--- config.mk ---
export PLATFORM = sky130hd
export DESIGN_NAME = pipereg_elastic
export DESIGN_NICKNAME = d
export VERILOG_FILES = /design/src/rtl/pipereg_elastic.sv
export SDC_FILE = /design/constraint.sdc
export NUM_CORES = 1
export LEC_CHECK = 0
export CAP_MARGIN = 25
export CORE_ASPECT_RATIO = 0.6
export CORE_UTILIZATION = 54
export CTS_CLUSTER_DIAMETER = 120
export DETAILED_ROUTE_END_ITERATION = 16
export GPL_TIMING_DRIVEN = 1
export PLACE_DENSITY_LB_ADDON = 0.2
export RECOVER_POWER = 25
export SLEW_MARGIN = 20
export SYNTH_ARGS = -nofsm -noshare
export SYNTH_HDL_FRONTEND = slang
export SYNTH_SLANG_ARGS = --single-unit
--- constraint.sdc ---
create_clock -name clk -period 3 [get_ports clk]
set_input_delay 0.6 -clock clk [delete_from_list [all_inputs] [get_ports clk]]
set_output_delay 0.6 -clock clk [all_outputs]
set_load 0.02 [all_outputs]
--- src/rtl/pipereg_elastic.sv ---
// Chain of elastic pipeline stages with valid/ready handshaking, a 2-entry skid
// buffer per stage, synchronous flush and a registered occupancy count.
module pipereg_elastic #(
  parameter int DATA_W     = 32,
  parameter int CTRL_W     = 8,
  parameter int NUM_STAGES = 1,
  parameter int CLEAR_DATA = 0,
  parameter int CNT_W      = $clog2(2*NUM_STAGES+1)
) (
  input  logic              clk,
  input  logic              rst,
  input  logic              flush,
  input  logic              in_valid,
  output logic              in_ready,
  input  logic [DATA_W-1:0] in_data,
  input  logic [CTRL_W-1:0] in_ctrl,
  output logic              out_valid,
  input  logic              out_ready,
  output logic [DATA_W-1:0] out_data,
  output logic [CTRL_W-1:0] out_ctrl,
  output logic [CNT_W-1:0]  occupancy
);

  // Index k is the input of stage k; index NUM_STAGES is the block output.
  logic              w_up_valid [NUM_STAGES+1];
  logic [DATA_W-1:0] w_up_data  [NUM_STAGES+1];
  logic [CTRL_W-1:0] w_up_ctrl  [NUM_STAGES+1];
  logic              w_skid_vld [NUM_STAGES];
  logic              w_dn_ready [NUM_STAGES];

  assign w_up_valid[0] = in_valid;
  assign w_up_data[0]  = in_data;
  assign w_up_ctrl[0]  = in_ctrl;

  for (genvar k = 0; k < NUM_STAGES; k++) begin : g_stage
    logic              r_main_vld, r_skid_vld;
    logic [DATA_W-1:0] r_main_data, r_skid_data;
    logic [CTRL_W-1:0] r_main_ctrl, r_skid_ctrl;
    logic              w_acc, w_dn;

    assign w_acc = w_up_valid[k] && !r_skid_vld;
    assign w_dn  = r_main_vld && w_dn_ready[k];

    if (k == NUM_STAGES-1) begin : g_last
      assign w_dn_ready[k] = out_ready;
    end else begin : g_mid
      assign w_dn_ready[k] = !w_skid_vld[k+1];
    end

    // NOTE: all state below uses non-blocking assignments so every stage samples
    // its neighbours' pre-edge values and the chain shifts exactly one hop per edge.
    always_ff @(posedge clk) begin
      if (rst) begin
        r_main_vld  <= 1'b0;
        r_skid_vld  <= 1'b0;
        r_main_data <= '0;
        r_skid_data <= '0;
        r_main_ctrl <= '0;
        r_skid_ctrl <= '0;
      end else if (flush) begin
        r_main_vld  <= 1'b0;
        r_skid_vld  <= 1'b0;
        r_main_ctrl <= '0;
        r_skid_ctrl <= '0;
        if (CLEAR_DATA != 0) begin
          r_main_data <= '0;
          r_skid_data <= '0;
        end
      end else if (r_skid_vld) begin
        // TWO: upstream is stalled, only draining can happen.
        if (w_dn) begin
          r_main_data <= r_skid_data;
          r_main_ctrl <= r_skid_ctrl;
          r_skid_vld  <= 1'b0;
        end
      end else if (w_acc) begin
        if (!r_main_vld || w_dn) begin
          r_main_vld  <= 1'b1;
          r_main_data <= w_up_data[k];
          r_main_ctrl <= w_up_ctrl[k];
        end else begin
          r_skid_vld  <= 1'b1;
          r_skid_data <= w_up_data[k];
          r_skid_ctrl <= w_up_ctrl[k];
        end
      end else if (w_dn) begin
        r_main_vld <= 1'b0;
      end
    end

    assign w_skid_vld[k]   = r_skid_vld;
    assign w_up_valid[k+1] = r_main_vld;
    assign w_up_data[k+1]  = r_main_data;
    assign w_up_ctrl[k+1]  = r_main_ctrl;
  end

  // Ready comes straight from a flop, so out_ready never reaches in_ready combinationally.
  assign in_ready  = !w_skid_vld[0];
  assign out_valid = w_up_valid[NUM_STAGES];
  assign out_data  = w_up_data[NUM_STAGES];
  assign out_ctrl  = w_up_ctrl[NUM_STAGES] & {CTRL_W{out_valid}};

  logic w_in_xfer, w_out_xfer;
  logic [CNT_W-1:0] r_occ;

  assign w_in_xfer  = in_valid && in_ready;
  assign w_out_xfer = out_valid && out_ready;

  always_ff @(posedge clk) begin
    if (rst || flush) begin
      r_occ <= '0;
    end else if (w_in_xfer && !w_out_xfer) begin
      r_occ <= r_occ + CNT_W'(1);
    end else if (!w_in_xfer && w_out_xfer) begin
      r_occ <= r_occ - CNT_W'(1);
    end
  end

  assign occupancy = r_occ;

endmodule

==> out/metrics.yaml, run 1 <==
status: "completed"
min_path_cells: 2
synth_cells: 402
syn2layout_area_growth_pct: 29.8
fin_crit_sh_pct: 79.8
core_sq_mm: 0.00676
start_kind: "register"
slew_viol_final: 0
dpl.hpwl_microns: 5900
critPathArrivalTime_ns: 1.80
crit_type: "register to output pin"
antenna_found_initial: 0
cts_resized: 0
ys.flop_type: "dfxtp_1"
cts_inserted_buffers: 9
drv_cap: 0
worst_pin_slew_ns: 1.08
place_inst: 542
ff2ff_setup_slack_ns: 0.87
hold_end: "g_stage[0].r_skid_ctrl[1]"
start_util_pct: 56.8
ys_seq_area_share_pct: 43.8
die_x_microns: 111
multi_input_area_sq_mm: 0.00190
synth_cell_types: 30
die_h_microns: 67.3
avgSynthCellArea_sq_um: 9.55
skew_ns: 0.00604
reg2reg_to: "out_data[15]"
hold_viol: 0
instances_no_fill: 558
leakage_nw: 1.65
num-nets-final: 512
timing.setup.tns_ns: 0
routedWlPerCell_microns: 17.4
synth_edf_count: 0
holdCritPathClass: "register to register"
grt_pass1_wl_microns: 15400
overflow: 0
regToRegStartpoint: "g_stage[0].r_skid_vld"
crit_chain: "and2_1 -> clkdlybuf4s50_1"
fmax_mhz: 417
track_usage_pct: 26.7
synth_async_sr_flop_share_pct: 0
fp.dieArea_sq_mm: 0.00746
htree_levels: 3
ys_seq_elements: 84
utilization_pct: 73.7
io_pins: 89
firstDrtPassIters: 5
grt_pass1_vias: 3022
wl_microns: 9720
vias_per_cell: 5.94
whs_ns: 0.455
setup_ws_ns: 0.605
total_power_mw: 2.67
drc: 0
placed_cell_area_sq_mm: 0.00468
min_period_ns: 2.40
cp_slowest_cell: "dfxtp_1"
postCtsSetupBuffers: 0
grt_max_degree: 65
ant_nets: 0
place_congestion: 0.752
dpl_worst_slack_ns: 0.400
root_buffer: "clkbuf_16"
postCtsHoldBufs: 0
cts.path.max_buffers: 2
final-setup-viol-count: 0
cp.required_ns: 2.40
io_buffer_count: 88
cts_sinks: 84
relSlewSlack_pct: 27.7
rsz0062_at_grt: "no"
max_stage_delay_ns: 0.63
num_antenna_cells: 0
drive_above_1_share_pct: 13.4
holdCritStartpoint: "g_stage[0].r_skid_ctrl[1]"
cts_tree: "built"
fin_area_sq_mm: 0.00498
path_max_fanout: 17
netlist_area_sq_mm: 0.00384
clk_pin_slew_ns: 0.06
p_per_area_mw_per_mm2: 536
end_kind: "output pin"
r2r_cells: 4
clk_latency_ns: 0.34
nFillCells: 521
drt_iter0_markers: 197
row_count: 23
ys_warn_count: 0
synth_nets: 448
vias: 3312
ir_worst_vdd_mv: 0.438
seq_area_sq_mm: 0.00168
==> area by class of cell <==
type                    count  area share, %
clock inverters             4          0.954
repair buffers             98           19.6
flip-flops and latches     84           33.8
well taps                  87           2.18
inverters                   2          0.151
clock buffers              12           5.15
multi-input cells         271           38.2
==> worst max-delay path, delay by kind of cell, from the launching register on <==
family | cells | cell delay (ns)
buffers and inverters | 1 | 0.62
flip-flops | 1 | 0.63
AND/OR/NAND/NOR | 1 | 0.21
==> state kept, by name, indices dropped and copies added, names as in the netlist <==
name / count
out_data: 32
g_stage.r_main_ctrl: 8
g_stage.r_skid_vld: 1
out_valid: 1
g_stage.r_skid_ctrl: 8
g_stage.r_skid_data: 32
occupancy: 2
==> cell usage in the layout (no fill, tap or decap), drive strengths merged, types with 2 or more instances in the layout <==
| master | Yosys | routed |
|---|---|---|
| buf | 23 | 11 |
| clkinv | 0 | 2 |
| nand2b | 2 | 2 |
| a21oi | 51 | 51 |
| a211oi | 40 | 40 |
| nand2 | 17 | 17 |
| inv | 2 | 2 |
| nor2b | 2 | 2 |
| nor2 | 4 | 4 |
| dfxtp | 84 | 84 |
| nand3 | 32 | 32 |
| o21ai | 33 | 33 |
| and2 | 8 | 8 |
| xor2 | 2 | 2 |
| a31oi | 32 | 32 |
| dlygate4sd3 | 0 | 31 |
| clkbuf | 22 | 12 |
| mux2i | 41 | 41 |
| clkdlybuf4s50 | 0 | 56 |
==> power by group <==
part / switching (mW) / internal (mW)
Sequential: 0.0252 / 1.16
Combinational: 0.202 / 0.166
Clock: 0.433 / 0.687
==> Yosys cell counts (all sizes together), types with 2 or more instances <==
cell type	number	area, sq um
dfxtp	84	1680
a211oi	40	450
nor2b	2	12.5
clkbuf	22	82.6
buf	23	171
and2	8	50.1
inv	2	7.50
nor2	4	15.0
nand2b	2	12.5
mux2i	41	414
a21oi	51	255
nand3	32	160
xor2	2	17.5
o21ai	33	165
nand2	17	63.8
a31oi	32	200
==> how the worst max path moves through the flow <==
stage	from	to	slack [ns]	cells past startpoint
after floorplan	out_valid	occupancy[1]	1.32	5
after global placement	out_ready	g_stage[0].r_skid_data[2]	0.50	5
after detailed placement	out_ready	g_stage[0].r_skid_data[2]	0.40	5
after CTS	out_valid	out_ctrl[2]	0.59	2
after global routing	out_valid	out_ctrl[2]	0.49	2
final	out_valid	out_ctrl[2]	0.60	2
==> layer usage <==
metal,part of all wire (%),up-vias,wire length (microns),track usage [%]
met5,0,-,0,0
met3,5.4,10,529,6.46
met1,47,1582,4560,34.8
met2,46,105,4500,43.6
met4,1.3,0,129,10.8
li1,-,1615,-,-
==> cell families (layout without fill, tap and decap cells) <==
group / count (synthesis) / after routing / synth area share [%]
AOI/OAI and AO/OA: 156 / 156 / 27.9
xor gates and xnor gates: 2 / 2 / 0.456
adders and majority gates: 1 / 1 / 0.326
buffers and inverters: 47 / 116 / 6.81
DFF: 84 / 84 / 43.8
muxes: 42 / 42 / 11.2
and+or+nand+nor: 70 / 70 / 9.55
No activity file was read; power rests on OpenSTA's default activity.
==> inputs of run 2 (changes only) <==
--- a/config.mk
+++ b/config.mk
@@ -7,7 +7,7 @@
 export LEC_CHECK = 0
 export CAP_MARGIN = 25
 export CORE_ASPECT_RATIO = 0.6
-export CORE_UTILIZATION = 54
+export CORE_UTILIZATION = 50
 export CTS_CLUSTER_DIAMETER = 120
 export DETAILED_ROUTE_END_ITERATION = 16
 export GPL_TIMING_DRIVEN = 1
==> constraint.sdc (replaced) <==
create_clock -name clk -period 2.4 [get_ports clk]
set_input_delay 0.48 -clock clk [delete_from_list [all_inputs] [get_ports clk]]
set_output_delay 0.48 -clock clk [all_outputs]
set_load 0.02 [all_outputs]
==> run 2 against run 1 <==
Compared with the run above:
- die area is 7.8% higher
- global-route usage shrank 0.16 points
- critical path depth unchanged
- non-clock buffer count grew 2
- combinational power up 28%
- hold slack better by 0.0046 ns
- wire length up 3.7%
- setup slack got worse by 0.48 ns
- sequential power is 25% higher
- via count increased by 1.8%
- clock skew is 0.0011 ns lower
- design area about the same
- critical path type unchanged
- critical endpoint is now out_ctrl[7]
- largest power group unchanged
- highest routed layer unchanged
==> out/metrics.yaml, run 2 (same netlist as run 1, synthesis figures left out) <==
timing.setup.tns_ns: 0
cts_inserted_buffers: 9
slew_viol_final: 0
fin_crit_sh_pct: 95.0
critPathArrivalTime_ns: 1.80
drv_cap: 0
core_sq_mm: 0.00736
drive_above_1_share_pct: 13.1
num_antenna_cells: 0
p_int_mw: 2.39
end_kind: "output pin"
fin_area_sq_mm: 0.00498
wl_microns: 10100
cts_tree: "built"
antenna_found_initial: 0
p_sw_share_pct: 25.3
worst_pin_slew_ns: 1.14
cts.path.max_buffers: 2
dpl.hpwl_microns: 6140
skew_ns: 0.00497
root_buffer: "clkbuf_16"
seqPwrFrac_pct: 46.2
routedWlPerCell_microns: 17.5
track_usage_pct: 26.6
io_buffer_count: 88
combinationalPowerShare_pct: 14.7
total_power_mw: 3.20
die_h_microns: 69.9
postCtsSetupBuffers: 0
drt_iter0_markers: 347
placed_cell_area_sq_mm: 0.00472
switchingPower_mw: 0.811
fp.dieArea_sq_mm: 0.00805
start_kind: "register"
cts_sinks: 84
row_count: 24
layout_commonest_cell: "dfxtp_1"
place_congestion: 0.793
relSlewSlack_pct: 24.0
min_period_ns: 2.28
regToRegStartpoint: "out_valid"
num-nets-final: 514
firstDrtPassIters: 5
leakage_nw: 1.61
crit_type: "register to output pin"
ir_worst_vdd_mv: 0.394
rsz0062_at_grt: "no"
ant_nets: 0
whs_ns: 0.460
holdCritPathClass: "register to register"
cts_resized: 0
postCtsHoldBufs: 0
start_util_pct: 52.2
io_pins: 89
cp.required_ns: 1.92
clk_latency_ns: 0.33
syn2layout_area_growth_pct: 29.7
seq_area_sq_mm: 0.00168
overflow: 0
clk_pin_slew_ns: 0.06
vias_per_cell: 5.84
vias: 3370
grt_pass1_wl_microns: 16600
p_per_area_mw_per_mm2: 643
multi_input_area_sq_mm: 0.00190
fmax_mhz: 439
die_x_microns: 115
mostFrequentLayoutCells: "83 x dfxtp_1, 66 x clkdlybuf4s50_1, 51 x a21oi_1, 40 x mux2i_1"
hold_viol: 0
grt_max_degree: 65
status: "completed"
path_max_fanout: 17
crit_start: "out_valid"
htree_levels: 3
drc: 0
final-setup-viol-count: 0
holdCritStartpoint: "g_stage[0].r_skid_ctrl[4]"
grt_pass1_vias: 3239
nFillCells: 593
p_clk_share_pct: 39.1
## run 2: final timing paths
kind / to / slack [ns] / cells after the start
worst min register to register: g_stage[0].r_skid_ctrl[4] / 0.46 / 2
worst max register to register: occupancy[1] / 0.61 / 4
worst min-delay path: g_stage[0].r_skid_ctrl[4] / 0.46 / 2
worst max-delay path: out_ctrl[7] / 0.12 / 2
## run 2: per-layer routing
layer  track usage (%)  wire length, microns  vias up
li1                  -                     -     1624
met1              38.0                  4810     1607
met2              39.5                  4480      128
met3              6.77                   694       11
met4              7.79                    97        0
met5                 0                     0        -
## run 2: area by class of cell
cell class / count / share of cell area, %
inverters: 2 / 0.151
repair buffers: 100 / 19.9
flip-flops and latches: 84 / 33.8
clock buffers: 15 / 5.17
well taps: 104 / 2.61
clock inverters: 1 / 0.151
multi-input cells: 271 / 38.2
## run 2: critical path, cell delays in order (launching register included)
cell             delay, ns
dfxtp_1               0.64
and2_1                0.22
clkdlybuf4s50_1       0.61
## run 2: through the flow
| step | worst slack (ns) | instances | utilization [%] |
|---|---|---|---|
| CTS | 0.116 | 577 | 67.7 |
| global placement | 0.298 | 561 | 64.1 |
| finish | 0.121 | 577 | 67.7 |
| global route | 0.00592 | 577 | 67.7 |
| detailed placement | 0.227 | 561 | 64.1 |
| floorplan | 0.715 | 402 | - |
## run 2: power by group through the flow
stage | clock, mW | combinational, mW | sequential (mW)
2_1_floorplan | 0 | 0.225 | 1.55
3_3_place_gp | 0 | 0.469 | 1.51
3_5_place_dp | 0 | 0.476 | 1.51
4_1_cts | 1.28 | 0.480 | 1.48
5_1_grt | 1.35 | 0.503 | 1.48
6_report | 1.25 | 0.472 | 1.48
==> edit 1 (settings of run 2) <==
Set the parameter `CLEAR_DATA` to 1 (it was 0).
--- a/src/rtl/pipereg_elastic.sv
+++ b/src/rtl/pipereg_elastic.sv
@@ -4,7 +4,7 @@
   parameter int DATA_W     = 32,
   parameter int CTRL_W     = 8,
   parameter int NUM_STAGES = 1,
-  parameter int CLEAR_DATA = 0,
+  parameter int CLEAR_DATA = 1,
   parameter int CNT_W      = $clog2(2*NUM_STAGES+1)
 ) (
   input  logic              clk,
Function: changed (Yosys sat finds a counterexample within 4 cycles, from zero or initial values and one cycle with rst high).
==> edit 1 against run 2 <==
- wire length fell by 11%
- area after synthesis is 3.2% lower
- synthesized cell count down 2.7%
- clock skew down 0.0019 ns
- largest power group unchanged
- design area shrank 1.7%
- critical path type unchanged
- largest cell class unchanged
- sequential cell count unchanged
- hold slack got worse by 0.0062 ns
- worst setup slack got worse by 0.018 ns
- power rose by 0.20%
==> edit 1: results (changes against run 2) <==
## Synth
* **leading post-synthesis cells by instance count** 84 x sky130_fd_sc_hd__dfxtp_1, 83 x sky130_fd_sc_hd__a21oi_1, 81 x sky130_fd_sc_hd__nand2_1
* **top area cells in the synthesized netlist** sky130_fd_sc_hd__dfxtp_1 45%, sky130_fd_sc_hd__a211oi_2 13%, sky130_fd_sc_hd__a21oi_1 11%
* **fraction of the yosys area taken by sequential cells** 0.452, +0.0144
* **share of async-settable or async-resettable flops after synthesis** 0, unchanged
* **number of nets produced by synthesis** 437, -2.5%
* **Cell variety after synth** 24, -20%
* **cell taking the most area after synthesis** sky130_fd_sc_hd__dfxtp_1

## Worst setup path
* **slowest stage delay, CP** 0.65 ns
* **cell with the biggest individual delay on the critical path** sky130_fd_sc_hd__dfxtp_1
* **start of the worst register-to-register path** out_valid
* **R2R Setup Slk** 0.54 ns, -0.07 ns
* **data arrival at the endpoint of the critical path** 1.82 ns, +0.02 ns
* **Crit Reg-Reg Endpoint** out_data[1]
* **Worst Path Max Fanout** 15, -2
* **cells on worst reg2reg path** 3, -1

## Route
* **number of violations reported at the end of detailed-routing iteration 0** 185, -47%
* **Detailed Routing Iterations Pass 1** 4, -1
* **Routed WL per cell** 15.9 um, -9.0%
* **vias after detailed routing** 3079, -8.6%

## Status
* **result of the run** completed

## Power and ir drop
* **switching power** 0.769 mW, -5.2%
* **Pleak** 1.56 nW, -2.8%
* **VDD IR max** 409 uV, +3.7%

## Global route
* **first-pass GRT wire length** 14400 um, -13%
* **overall track demand over capacity in global routing** 0.244, -0.0222
* **number of global-route vias before repair** 2887, -11%
* **maximum number of pins on one net before global-route repair** 42, -35%

## Worst hold path
* **beginning of the worst hold path** g_stage[0].r_skid_data[20]
* **worst min-delay path endpoint** g_stage[0].r_skid_data[20]
* **worst min path class** reg2reg

## Clock tree
* **clock input transition at the sequential cells of the worst setup and hold paths** 0.06 ns, about the same
* **CTS-repair resized insts** 0, unchanged
* **CTS Buffer Depth** 2, unchanged
* **number of H-tree levels** 3, unchanged
* **root buf cell** sky130_fd_sc_hd__clkbuf_16
* **number of buffers inserted during clock tree synthesis** 9, unchanged

## STA
* **Final Skew** 0.00308 ns, -0.00189 ns
* **transition time at the pin with the least slew margin** 1.20 ns, +0.0554 ns

## Placed design
* **weighted congestion reported at the end of routability-driven placement** 0.738, -7.0%
* **number of buffers added on ports** 88, unchanged
* **post-placement setup slack** 0.275 ns, +0.0483 ns
* **detailed-placement wirelength estimate** 5730 um, -6.7%

## Finish
* **Final #Nets** 508, -1.2%
* **layout cells sized above 1** 0.152, +0.0213
* **fill cell instance count of the final layout** 552, -6.9%

==> edit 1: cell count changes after synthesis, moves of 11 or more <==
cell	delta
sky130_fd_sc_hd__a21oi_1	+32
sky130_fd_sc_hd__nand3_1	-32
sky130_fd_sc_hd__o21ai_1	-21
sky130_fd_sc_hd__o21ai_0	-11
sky130_fd_sc_hd__a31oi_1	-32
sky130_fd_sc_hd__nand2_1	+64
==> edit 1: per-layer routing <==
layer | track usage | vias to the layer above | wire length [um] | part of all wire
met5 | 0 | - | 0 | 0
met4 | 0.0740 | 0 | 80 | 0.0089
met3 | 0.0708 | 9 | 470 | 0.052
met2 | 0.409 | 94 | 4250 | 0.47
met1 | 0.310 | 1474 | 4200 | 0.47
li1 | - | 1502 | - | -
==> edit 1: worst register-to-register path, stage by stage (launching register included) <==
cell	delay [ns]
sky130_fd_sc_hd__dfxtp_1	0.65
sky130_fd_sc_hd__mux2_4	0.27
sky130_fd_sc_hd__and2_4	0.61
sky130_fd_sc_hd__a211oi_2	0.16
==> edit 1: worst max-delay path by stage <==
stage / endpoint / startpoint
6_report: out_ctrl[4] / out_valid
5_1_grt: g_stage[0].r_skid_ctrl[3] / rst
4_1_cts: out_ctrl[3] / out_valid
3_5_place_dp: out_data[16] / in_valid
3_3_place_gp: out_data[3] / in_valid
2_1_floorplan: occupancy[1] / out_valid
==> edit 1: cell families (layout without fill, tap and decap cells) <==
group,Yosys count,in the layout,share of synthesized area
flip-flops,84,84,0.452
buffers and inverters,39,114,0.0646
AO/OA/AOI/OAI,124,124,0.248
adder cells (fa/ha/maj),1,1,0.00337
multiplexers,41,41,0.112
XOR/XNOR,2,2,0.00471
AND/OR/NAND/NOR,100,100,0.115
==> edit 1: per-stage QoR <==
stage               hold slack, ns  area [um^2]  cells
floorplan                    0.436         3720    391
global placement             0.441         4610    551
detailed placement           0.446         4610    551
CTS                          0.455         4900    566
global route                 0.470         4890    566
finish                       0.453         4890    566
==> edit 1: layout make-up <==
type                    instances  area (um^2)  share of cell area
clock buffers                  10          239              0.0488
multi-input cells             268         1800               0.368
well taps                     100          125              0.0256
flip-flops and latches         84         1680               0.344
repair buffers                 98          988               0.202
clock inverters                 5         52.6              0.0107
inverters                       1         3.75            0.000767
==> edit 1: power by group through the flow <==
stage / Combinational (mW) / Clock [mW] / Sequential, mW
6_report: 0.394 / 1.36 / 1.46
5_1_grt: 0.422 / 1.44 / 1.46
4_1_cts: 0.397 / 1.38 / 1.46
3_5_place_dp: 0.396 / 0 / 1.49
3_3_place_gp: 0.388 / 0 / 1.49
2_1_floorplan: 0.204 / 0 / 1.51
==> edit 2 (config.mk and constraints of run 2) <==
Without the edit above. Make the reset (`rst`) asynchronous in one clocked block.
--- a/src/rtl/pipereg_elastic.sv
+++ b/src/rtl/pipereg_elastic.sv
@@ -49,7 +49,7 @@
 
     // NOTE: all state below uses non-blocking assignments so every stage samples
     // its neighbours' pre-edge values and the chain shifts exactly one hop per edge.
-    always_ff @(posedge clk) begin
+    always_ff @(posedge clk or posedge rst) begin
       if (rst) begin
         r_main_vld  <= 1'b0;
         r_skid_vld  <= 1'b0;
Check against the original RTL: differs if rst is asserted again (counterexample within 4 cycles, from zero or initial values and one cycle with rst high); with rst held inactive, the same outputs for 4 cycles.
==> edit 2 against run 2 <==
- sequential cell count unchanged
- largest cell class is now sequential cells
- first-iteration DRC count is 61% lower
- die area is 0.16% higher
- maximum frequency grew 1.9%
- design area up 3.9%
- power is 36% higher
- critical path type unchanged
- non-clock buffer count unchanged
- via count shrank 19%
- area after synthesis is 0.16% higher
- clock skew about the same
- critical endpoint is now out_ctrl[5]
- count of clock-buffer cells in the layout fell by 5
- worst setup slack improved by 0.042 ns
- wire length is 11% lower
==> edit 2: results (changes against run 2) <==
## Worst setup path
* **Worst Path Max Fanout** 14, -3
* **start of the worst register-to-register path** g_stage[0].r_skid_vld
* **R2R Setup Slk** 0.44 ns, -0.17 ns
* **slowest stage delay, CP** 0.61 ns, -0.03 ns
* **cells on worst reg2reg path** 5, +1
* **termination of the worst setup path** out_ctrl[5]
* **cell with the biggest individual delay on the critical path** sky130_fd_sc_hd__dfrtp_1

## Power and ir drop
* **VDD IR max** 417 uV, +5.8%
* **Pleak** 2.04 nW, +27%

## Synth
* **fraction of the mapped netlist area in compound gates** 0.173, -0.106
* **most numerous cell in the Yosys netlist** sky130_fd_sc_hd__dfrtp_1
* **XOR/XNOR share of the synthesized area** 0.00455, -0.00000742
* **multiplexer area fraction after synthesis** 0.202, +0.0899
* **leading post-synthesis cells by instance count** 82 x sky130_fd_sc_hd__dfrtp_1, 40 x sky130_fd_sc_hd__mux2i_1, 32 x sky130_fd_sc_hd__a31oi_1
* **fraction of the yosys area taken by sequential cells** 0.544, +0.106
* **share of async-settable or async-resettable flops after synthesis** 0.976, +0.976
* **top area cells in the synthesized netlist** sky130_fd_sc_hd__dfrtp_1 53%, sky130_fd_sc_hd__mux2i_1 10%, sky130_fd_sc_hd__a21oi_2 7.1%

## Placed design
* **detailed-placement wirelength estimate** 5830 um, -5.0%
* **weighted congestion reported at the end of routability-driven placement** 0.820, +3.4%

## Route
* **number of violations reported at the end of detailed-routing iteration 0** 135, -61%
* **metal1 wirelength** 4320 um, -10%
* **detailed-route wire length** 8980 um, -11%
* **met2 routed WL** 4100 um, -8.5%
* **vias after detailed routing** 2746, -19%

## STA
* **relative slew slack** 0.277, +0.0366
* **minimum clock period** 2.24 ns, -0.0419 ns
* **Final Skew** 0.00468 ns, -0.000293 ns

## Worst hold path
* **beginning of the worst hold path** g_stage[0].r_main_ctrl[3]

## Finish
* **Final #Nets** 425, -17%

## Global route
* **met1 global-route usage** 0.355, -0.0249
* **maximum number of pins on one net before global-route repair** 45, -31%
* **first-pass GRT wire length** 14700 um, -11%
* **number of global-route vias before repair** 2842, -12%
* **met3 track utilization from global routing** 0.0668, -0.000868

## Status
* **result of the run** completed

## edit 2: cell count changes after synthesis, sizes merged, moves of 4 or more
cell,change
dfrtp,+82
dfxtp,-82
a211oi,-39
mux2,+32
nand3,-31
o21ai,-31
a21oi,-17
nand2,-16
clkbuf,-12
a22o,+8
buf,-8
o2bb2ai,+8
nor2,-4
## edit 2: final cells by class
class	instances	area, um^2
Inverter	5	22.5
Multi-Input combinational cell	179	1590
Clock inverter	6	111
Clock buffer	10	239
Sequential cell	84	2090
Tap cell	104	130
Timing Repair Buffer	100	991
Fill cell	554	2180
## edit 2: report_power, final
part | internal (mW) | switching [mW]
logic | 0.474 | 0.449
registers | 1.68 | 0.152
clock network | 1.04 | 0.557
total | 3.20 | 1.16
## edit 2: stage by stage
step	area, um^2	hold WS [ns]	std cells	util
after floorplan	3850	0.448	293	-
after global placement	4830	0.467	472	0.656
after detailed placement	4830	0.473	472	0.656
after CTS	5180	0.489	488	0.704
after global routing	5170	0.497	488	0.703
final	5170	0.485	488	0.703
